### src/rtl/computer_ctrl_pkg.sv
// Shared types for the run/step/halt sequencer of the 16-bit computer:
// controller states, halt causes, host command opcodes and the halt priority.
package computer_ctrl_pkg;

  typedef enum logic [2:0] {
    ST_IDLE   = 3'd0,
    ST_RSTH   = 3'd1,
    ST_RUN    = 3'd2,
    ST_STEP   = 3'd3,
    ST_HALTED = 3'd4
  } ctrl_state_t;

  typedef enum logic [2:0] {
    CAUSE_NONE    = 3'd0,
    CAUSE_STOP    = 3'd1,
    CAUSE_BREAK   = 3'd2,
    CAUSE_HALTOP  = 3'd3,
    CAUSE_DONE    = 3'd4,
    CAUSE_TIMEOUT = 3'd5,
    CAUSE_STEP    = 3'd6
  } halt_cause_t;

  localparam logic [1:0] CMD_START  = 2'd0;
  localparam logic [1:0] CMD_STEP   = 2'd1;
  localparam logic [1:0] CMD_STOP   = 2'd2;
  localparam logic [1:0] CMD_RESUME = 2'd3;

  // Resolves simultaneous halt conditions seen in one RUN cycle.
  function automatic halt_cause_t pick_cause(input logic stop_hit,
                                             input logic brk_hit,
                                             input logic hop_hit,
                                             input logic done_hit,
                                             input logic to_hit);
    if (stop_hit)      return CAUSE_STOP;
    else if (brk_hit)  return CAUSE_BREAK;
    else if (hop_hit)  return CAUSE_HALTOP;
    else if (done_hit) return CAUSE_DONE;
    else if (to_hit)   return CAUSE_TIMEOUT;
    else               return CAUSE_NONE;
  endfunction

endpackage

### src/rtl/sat_counter.sv
// Clearable up-counter that sticks at all-ones instead of wrapping.
module sat_counter #(
  parameter int W = 16
) (
  input  logic         clk,
  input  logic         rst_n,
  input  logic         clr,
  input  logic         en,
  output logic [W-1:0] count
);

  logic [W-1:0] count_q, count_d;

  always_comb begin
    count_d = count_q;
    if (clr) begin
      count_d = '0;
    end else if (en && (count_q != '1)) begin
      count_d = count_q + W'(1);
    end
  end

  always_ff @(posedge clk or negedge rst_n) begin
    if (!rst_n) begin
      count_q <= '0;
    end else begin
      count_q <= count_d;
    end
  end

  assign count = count_q;

endmodule

### src/rtl/computer_run_controller.sv
// Run/step/halt sequencer: owns the computer's reset and per-cycle enable,
// counts executed cycles and stops on command, breakpoint, halt opcode, done store or budget.
module computer_run_controller
  import computer_ctrl_pkg::*;
#(
  parameter int             N          = 16,
  parameter int             RST_CYCLES = 2,
  parameter int             CNT_W      = 16,
  parameter logic [N-1:0]   HALT_INSTR = 16'hFFFF,
  parameter logic [N-1:0]   DONE_ADDR  = 16'd84
) (
  input  logic             clk,
  input  logic             reset,
  input  logic             cmd_valid,
  input  logic [1:0]       cmd_op,
  output logic             cmd_ready,
  input  logic             bp_en,
  input  logic [N-1:0]     bp_addr,
  input  logic [CNT_W-1:0] max_cycles,
  input  logic [N-1:0]     pc,
  input  logic [N-1:0]     instr,
  input  logic             memwrite,
  input  logic [N-1:0]     dataadr,
  output logic             cpu_reset,
  output logic             cpu_en,
  output logic             halted,
  output logic [2:0]       halt_cause,
  output logic [CNT_W-1:0] cycle_count,
  output logic [2:0]       dbg_state
);

  // Handshake: a command is consumed on a clock edge where cmd_valid && cmd_ready.
  // cmd_ready is high in IDLE, RUN and HALTED; in RUN only STOP has an effect,
  // and commands that make no sense in the current state are consumed and dropped.

  localparam int RW = (RST_CYCLES > 1) ? $clog2(RST_CYCLES) : 1;
  localparam logic [RW-1:0] RST_LAST = RW'(RST_CYCLES - 1);

  ctrl_state_t state_q, state_d;
  halt_cause_t cause_q, cause_d, run_cause;
  logic [RW-1:0] rst_cnt_q, rst_cnt_d;
  logic resumed_q, resumed_d;
  logic cmd_ready_q, cmd_ready_d;
  logic cpu_reset_q, cpu_reset_d;
  logic halted_q, halted_d;

  logic cmd_acc, cnt_clr, cpu_en_c;
  logic stop_hit, brk_hit, hop_hit, done_hit, to_hit;
  logic [CNT_W-1:0] count;

  assign cmd_acc  = cmd_valid && cmd_ready_q;
  assign stop_hit = cmd_acc && (cmd_op == CMD_STOP);
  // The first RUN cycle after RESUME may sit on the breakpoint and must leave it.
  assign brk_hit  = bp_en && (pc == bp_addr) && !resumed_q;
  assign hop_hit  = (instr == HALT_INSTR);
  assign done_hit = memwrite && (dataadr == DONE_ADDR);
  assign to_hit   = (max_cycles != '0) && (count == (max_cycles - CNT_W'(1)));
  assign run_cause = pick_cause(stop_hit, brk_hit, hop_hit, done_hit, to_hit);

  always_comb begin
    state_d   = state_q;
    cause_d   = cause_q;
    rst_cnt_d = rst_cnt_q;
    resumed_d = resumed_q;
    cnt_clr   = 1'b0;
    cpu_en_c  = 1'b0;
    case (state_q)
      ST_IDLE: begin
        if (cmd_acc && (cmd_op == CMD_START)) begin
          state_d   = ST_RSTH;
          rst_cnt_d = '0;
          cause_d   = CAUSE_NONE;
          cnt_clr   = 1'b1;
        end
      end
      ST_RSTH: begin
        resumed_d = 1'b0;
        if (rst_cnt_q == RST_LAST) begin
          state_d = ST_RUN;
        end else begin
          rst_cnt_d = rst_cnt_q + RW'(1);
        end
      end
      ST_RUN: begin
        resumed_d = 1'b0;
        // Breakpoint and halt opcode stop before the instruction executes,
        // unless a STOP in the same cycle wins and lets it complete.
        cpu_en_c = stop_hit || !(brk_hit || hop_hit);
        if (run_cause != CAUSE_NONE) begin
          state_d = ST_HALTED;
          cause_d = run_cause;
        end
      end
      ST_STEP: begin
        cpu_en_c = 1'b1;
        state_d  = ST_HALTED;
        cause_d  = CAUSE_STEP;
      end
      ST_HALTED: begin
        if (cmd_acc) begin
          case (cmd_op)
            CMD_START: begin
              state_d   = ST_RSTH;
              rst_cnt_d = '0;
              cause_d   = CAUSE_NONE;
              cnt_clr   = 1'b1;
            end
            CMD_STEP:   state_d = ST_STEP;
            CMD_RESUME: begin
              state_d   = ST_RUN;
              resumed_d = 1'b1;
            end
            default: ;
          endcase
        end
      end
      default: state_d = ST_IDLE;
    endcase

    cmd_ready_d = (state_d == ST_IDLE) || (state_d == ST_RUN) || (state_d == ST_HALTED);
    cpu_reset_d = (state_d == ST_IDLE) || (state_d == ST_RSTH);
    halted_d    = (state_d == ST_HALTED);
  end

  always_ff @(posedge clk or negedge reset) begin
    if (!reset) begin
      state_q     <= ST_IDLE;
      cause_q     <= CAUSE_NONE;
      rst_cnt_q   <= '0;
      resumed_q   <= 1'b0;
      cmd_ready_q <= 1'b0;
      cpu_reset_q <= 1'b1;
      halted_q    <= 1'b0;
    end else begin
      state_q     <= state_d;
      cause_q     <= cause_d;
      rst_cnt_q   <= rst_cnt_d;
      resumed_q   <= resumed_d;
      cmd_ready_q <= cmd_ready_d;
      cpu_reset_q <= cpu_reset_d;
      halted_q    <= halted_d;
    end
  end

  sat_counter #(.W(CNT_W)) u_cycle_cnt (
    .clk   (clk),
    .rst_n (reset),
    .clr   (cnt_clr),
    .en    (cpu_en_c),
    .count (count)
  );

  // cpu_en is decoded from the registered state and the current pc/instr so
  // that a breakpoint or halt opcode can suppress the very cycle it appears in.
  assign cpu_en      = cpu_en_c;
  assign cmd_ready   = cmd_ready_q;
  assign cpu_reset   = cpu_reset_q;
  assign halted      = halted_q;
  assign halt_cause  = cause_q;
  assign cycle_count = count;
  assign dbg_state   = state_q;

endmodule
### config.mk
export PLATFORM = sky130hd
export DESIGN_NAME = computer_run_controller
export DESIGN_NICKNAME = d
export VERILOG_FILES = /design/src/rtl/computer_ctrl_pkg.sv /design/src/rtl/sat_counter.sv /design/src/rtl/computer_run_controller.sv
export SDC_FILE = /design/constraint.sdc
export NUM_CORES = 1
export LEC_CHECK = 0
export CORE_MARGIN = 2
export CORE_UTILIZATION = 38
export DETAILED_ROUTE_END_ITERATION = 12
export PLACE_DENSITY = 0.79
export RECOVER_POWER = 100
export SYNTH_ARGS = -nofsm -noshare
export SYNTH_HDL_FRONTEND = slang
export SYNTH_SLANG_ARGS = --single-unit
### constraint.sdc
create_clock -name clk -period 2.7 [get_ports clk]
set_input_delay 0.405 -clock clk [delete_from_list [all_inputs] [get_ports clk]]
set_output_delay 0.405 -clock clk [all_outputs]
set_load 0.02 [all_outputs]
# Yosys cells after proc, flatten, opt, wreduce, memory -nomap -nowiden

Cells that the tools add are included.

Flip-flop bits (word level): 27
Bits in latches: 0
RAM bits: 0
Memory bits (read-only): 0
Input bits: 87
Output and inout port bits: 26
Logic and storage cells: 90
Memories: 0

$add $sub $neg: 3
Multiply operators: 0
Divide/modulo/power cells: 0
$lt $le $gt $ge: 0
Equality and inequality tests: 20
Shifts and indexed selects: 0
Muxes and demuxes: 31
Bitwise operators: 0
Reductions and logical operators: 28

Operators with widths:

| cell                                                                   | count |
|---|---|
| 3-bit two-way mux                                                      | 13 |
| 16-bit equality test                                                   | 2 |
| 16-bit two-way mux                                                     | 2 |
| 16-bit by 1-bit adder with 16-bit output, second input constant        | 1 |
| 16-bit equality test, second input constant                            | 1 |
| 16-bit by 7-bit equality test with 1-bit output, second input constant | 1 |
| 16-bit != test, second input constant                                  | 1 |
| 16-bit nonzero test                                                    | 1 |
| 16-bit by 1-bit subtractor with 16-bit output, second input constant   | 1 |
| 3-bit case mux with 5 select lines                                     | 1 |
| 3-bit case mux with 4 select lines                                     | 1 |
| 3-bit by 2-bit equality test with 1-bit output, second input constant  | 3 |
| 1-bit two-way mux                                                      | 9 |
| 3-bit case mux with 3 select lines                                     | 1 |
| 1-bit logical AND                                                      | 8 |
| 2-bit != test, second input constant                                   | 4 |
| 3-bit by 1-bit equality test with 1-bit output, second input constant  | 2 |
| 3-bit equality test, second input constant                             | 2 |
| 3-bit zero test                                                        | 2 |
| 1-bit case mux with 2 select lines                                     | 3 |
| 3-bit nonzero test                                                     | 2 |
| 1-bit logical OR                                                       | 5 |
| 5-bit AND reduction                                                    | 1 |
| 2-bit equality test, second input constant                             | 2 |
| other kinds (11)                                                       | 13 |

# Longest topological paths before layout

Depth after elaboration: 14
Gate-level depth with buffers: 10

# Modules after synthesis

A second synthesis with hierarchy kept.

Cell total of the unflattened synthesis: 275
Area total of the unflattened synthesis: 2324.7 sq um

Modules (own cells, without submodules):

| module                  | instances | cells an instance | area an instance (sq um) |
|---|---|---|---|
| computer_run_controller | 1         | 177               | 1382.6 |
| sat_counter             | 1         | 98                | 942.2 |

# Worst setup path before layout

No wires, ideal clock.

Kind: input -> register
From: in max_cycles[0]
To: reg cause_q[0], in the netlist halt_cause[0]
Setup time: 0.063 ns
Data arrival time: 2.821 ns
Required time: 2.637 ns
Setup slack: -0.183 ns
Stages on the path: 8
Cells stage by stage: buf_6 > or4_4 > or3_1 > a2111o_1 > a311oi_2 > nand4_2 > a2111o_1 > o2bb2a_4

Cells in the longest elaborated chain, start to end: 11
Elaborated cells on any way between the ends: 14

Ends and longest elaborated chain:

| item                                          | line                           | text |
|---|---|---|
| start, declared                               | computer_run_controller.sv:19  | `input logic [CNT_W-1:0] max_cycles,` |
| 16-bit by 1-bit subtractor with 16-bit output | computer_run_controller.sv:57  | `assign to_hit = (max_cycles != '0) && (count == (max_cycles - CNT_W'(1)));` |
| 16-bit equality test                          | computer_run_controller.sv:57  |  |
| 1-bit logical AND (*)                         | computer_run_controller.sv:57  |  |
| 3-bit two-way mux (*)                         | computer_ctrl_pkg.sv:38        | `else if (to_hit) return CAUSE_TIMEOUT;` |
| 3-bit two-way mux (*)                         | computer_ctrl_pkg.sv:37        | `else if (done_hit) return CAUSE_DONE;` |
| 3-bit two-way mux (*)                         | computer_ctrl_pkg.sv:36        | `else if (hop_hit) return CAUSE_HALTOP;` |
| 3-bit two-way mux (*)                         | computer_ctrl_pkg.sv:35        | `else if (brk_hit) return CAUSE_BREAK;` |
| 3-bit two-way mux (*)                         | computer_ctrl_pkg.sv:34        | `if (stop_hit) return CAUSE_STOP;` |
| 3-bit nonzero test                            | computer_run_controller.sv:89  | `if (run_cause != CAUSE_NONE) begin` |
| 2-bit != test (no source line)                | --                             |  |
| 5-bit AND reduction (no source line)          | --                             |  |
| end signal, assigned                          | computer_run_controller.sv:136 | `cause_q <= cause_d;` |
| end, declared                                 | computer_run_controller.sv:40  | `halt_cause_t cause_q, cause_d, run_cause;` |

Every way passes the cells marked *; elsewhere a longest branch is shown, timed or not. The select of a mux whose other input is x is not followed.
A chain may end at the register's enable or synchronous reset.

# Final worst setup path

Same ends and word-level chain as after synthesis.

==> impl_metrics.tcl <==
set metrics [dict create \
    worst_slew_pin_slew_ps 1490 \
    p_leak_nw 1.69 \
    worstPathMaxFanout 3 \
    io_buffers 112 \
    synth.cell_area_mm2 0.00239 \
    crit_end "halt_cause[0]$_DFFE_PN0P_" \
    drive_gt1_share_pct 15.2 \
    fin_skew_ps 5.19 \
    fin_ws_ps 129 \
    worst_r2r_endpoint "u_cycle_cnt.count[12]$_DFFE_PN0P_" \
    die_h_um 83.4 \
    final-hold-violation-count 0 \
    dieArea_mm2 0.00695 \
    fin_area_mm2 0.00393 \
    setup_violations 0 \
    clock_tree.root_cell "clkbuf_8" \
    ff2ff_path_depth 8 \
    grt_pass1_wl_um 12300 \
    setup_tns_ps 0 \
    final_util_pct 65.6 \
    yosysTopAreaCellShare_pct 27.2 \
    synth.avg_cell_area_um2 8.49 \
    power_mw 1.85 \
    antenna_left 0 \
    grt_max_degree 28 \
    maxSlewHeadroom_pct 0.425 \
    dp_cells 499 \
    hold_class "reg -> reg" \
    final_nets 519 \
    endpoint_kind "register" \
    clkSinkCount 27 \
    power_density_mw_per_mm2 470 \
    stdcell_count 503 \
    grt_pass1_vias 2825 \
    fin_crit_ps 2570 \
    die_w_um 83.4 \
    rr_startpoint "u_cycle_cnt.count[0]$_DFFE_PN0P_" \
    maxCapViolCount 0 \
    fmaxAchievable_mhz 389 \
    grtUsageTotal_pct 20.6 \
    ys_ff_latch 27 \
    status "complete, no violations" \
    wl_um 7370 \
    rsz0062_at_grt "false" \
    synth.yosys.warnings 0 \
    place_congestion 0.902 \
    synth_flop_cell "dfrtp_1" \
    pre_cts_slack_ps -529 \
    yosysMostFrequentCell "dfrtp_1" \
    worstPathRequired_ps 2920 \
    timing.reg2reg.setup_slack_ps 270 \
    antenna-diode-count 0 \
    drc_errors 0 \
    clockBufferDepth 2 \
    vias 2756 \
    clkLatencyLatePin_ps 270 \
    synth_top_cell_by_area "dfrtp_1" \
    whs_ps 550 \
    synth_nets 372 \
    peakVddDrop_mv 0.492 \
    timing_worst_setup_path_type "in -> reg" \
    antenna_found_initial 0 \
    ys_top_cells_by_count "26 x dfrtp_1, 25 x nand2_1, 23 x xor2_1, 20 x nor2_1, 15 x nor4_1" \
    numCtsBuffers 3 \
    synth_area_leaders "dfrtp_1 27%, xor2_1 8.4%, xnor2_1 4.8%" \
    post_drt_via_cell_ratio 5.48 \
    rows 28 \
    postSynthCellCount 282 \
    synth-edff-count 0 \
    finalMaxSlewViolations 0 \
    placed_cell_area_mm2 0.00388 \
    grt_remaining_overflow 0 \
    areaGrowthSynthToFinish_pct 64.0 \
    htree_num_levels 1 \
    synth.distinct_cells 62 \
    critPathLaunchType "primary input" \
    clk_pin_slew_ps 90 \
    drt_iter0_drc 134 \
    cts_tree "yes" \
    firstDrtPassIters 4 \
    io_pins 113 \
    finalCritPeriodShare_pct 95.2 \
    cp-startpoint "max_cycles[0]" \
    ys_seq_area_share_pct 28.3 \
    initial_core_util_pct 40.0 \
    worstPathArrival_ps 2790 \
    core_mm2 0.00599 \
    wl_per_cell_um 14.7 \
    dp_hpwl_um 5990 \
    async_flop_share_pct 100 \
]
==> placed cells by master, fill, tap and decap left out, drive strengths merged, types with 8 or more instances in the layout <==
cell / netlist / routed
nand3: 8 / 8
inv: 10 / 10
nor4: 16 / 16
nand2: 25 / 25
a21oi: 11 / 11
mux2i: 9 / 9
nor3: 9 / 9
nand2b: 8 / 8
clkdlybuf4s50: 0 / 78
dfrtp: 26 / 26
nor2: 20 / 20
xnor2: 13 / 13
dlygate4sd3: 0 / 27
clkbuf: 10 / 10
xor2: 23 / 23
buf: 2 / 39
nand4: 13 / 13
==> area by class of cell <==
cell class | instances | area [um^2]
clock buffer | 4 | 45.0
fill | 494 | 2060
inverter | 10 | 37.5
multi-input combinational | 233 | 1660
sequential | 27 | 677
tap | 75 | 93.8
timing repair buffer | 154 | 1410
==> sequential cells by signal, indices dropped and copies added (netlist names) <==
name	count
resumed_q	1
cpu_reset	1
rst_cnt_q	1
u_cycle_cnt.count	16
halted	1
dbg_state	3
halt_cause	3
cmd_ready	1
==> metal layers <==
layer | part of all wire, % | wire length [um] | track usage (%) | vias to the layer above
met2 | 51 | 3760 | 38.1 | 107
met5 | 0 | 0 | 0 | -
met4 | 1.4 | 102 | 5.37 | 0
li1 | - | - | - | 1345
met3 | 6.1 | 451 | 2.78 | 11
met1 | 42 | 3060 | 24.9 | 1293
==> critical path, stage by stage <==
cell	delay [ps]
clkdlybuf4s15_1	210
or4_4	430
or3_1	330
a2111o_1	390
a311oi_2	280
nand4_2	150
a2111o_1	400
o2bb2a_4	190
==> how the worst min path moves through the flow <==
stage                               from                         to  cells past startpoint
2_1_floorplan                      reset        cmd_ready$_DFF_PN0_                      0
3_3_place_gp       rst_cnt_q$_DFFE_PN0P_      rst_cnt_q$_DFFE_PN0P_                      2
3_5_place_dp       rst_cnt_q$_DFFE_PN0P_      rst_cnt_q$_DFFE_PN0P_                      2
4_1_cts                            reset        cmd_ready$_DFF_PN0_                      2
5_1_grt            rst_cnt_q$_DFFE_PN0P_      rst_cnt_q$_DFFE_PN0P_                      2
6_report       halt_cause[1]$_DFFE_PN0P_  halt_cause[1]$_DFFE_PN0P_                      2
==> power breakdown <==
part | switching, mW | total [mW] | internal [mW]
Clock | 0.128 | 0.234 | 0.106
Combinational | 0.491 | 0.992 | 0.501
Sequential | 0.123 | 0.620 | 0.496
Total | 0.743 | 1.85 | 1.10
==> logic make-up (layout without fill, tap and decap cells) <==
kind of cell               after synthesis  count (layout)  share of synthesized area (%)
AOI/OAI and AO/OA                       48              48                           15.5
and+or+nand+nor                        135             135                           32.5
muxes                                   10              10                           4.23
adders and majority gates                3               3                           1.57
DFF                                     27              27                           28.3
buffers and inverters                   22             168                           3.81
xor gates and xnor gates                37              37                           14.1
==> timing repair <==
action	in CTS	in global routing
pin swaps	7	5
resized for setup	19	5
setup endpoints to repair	7	2
buffers inserted	0	0
hold buffers	0	0
Note: power is estimated with default switching activity, not from simulation.
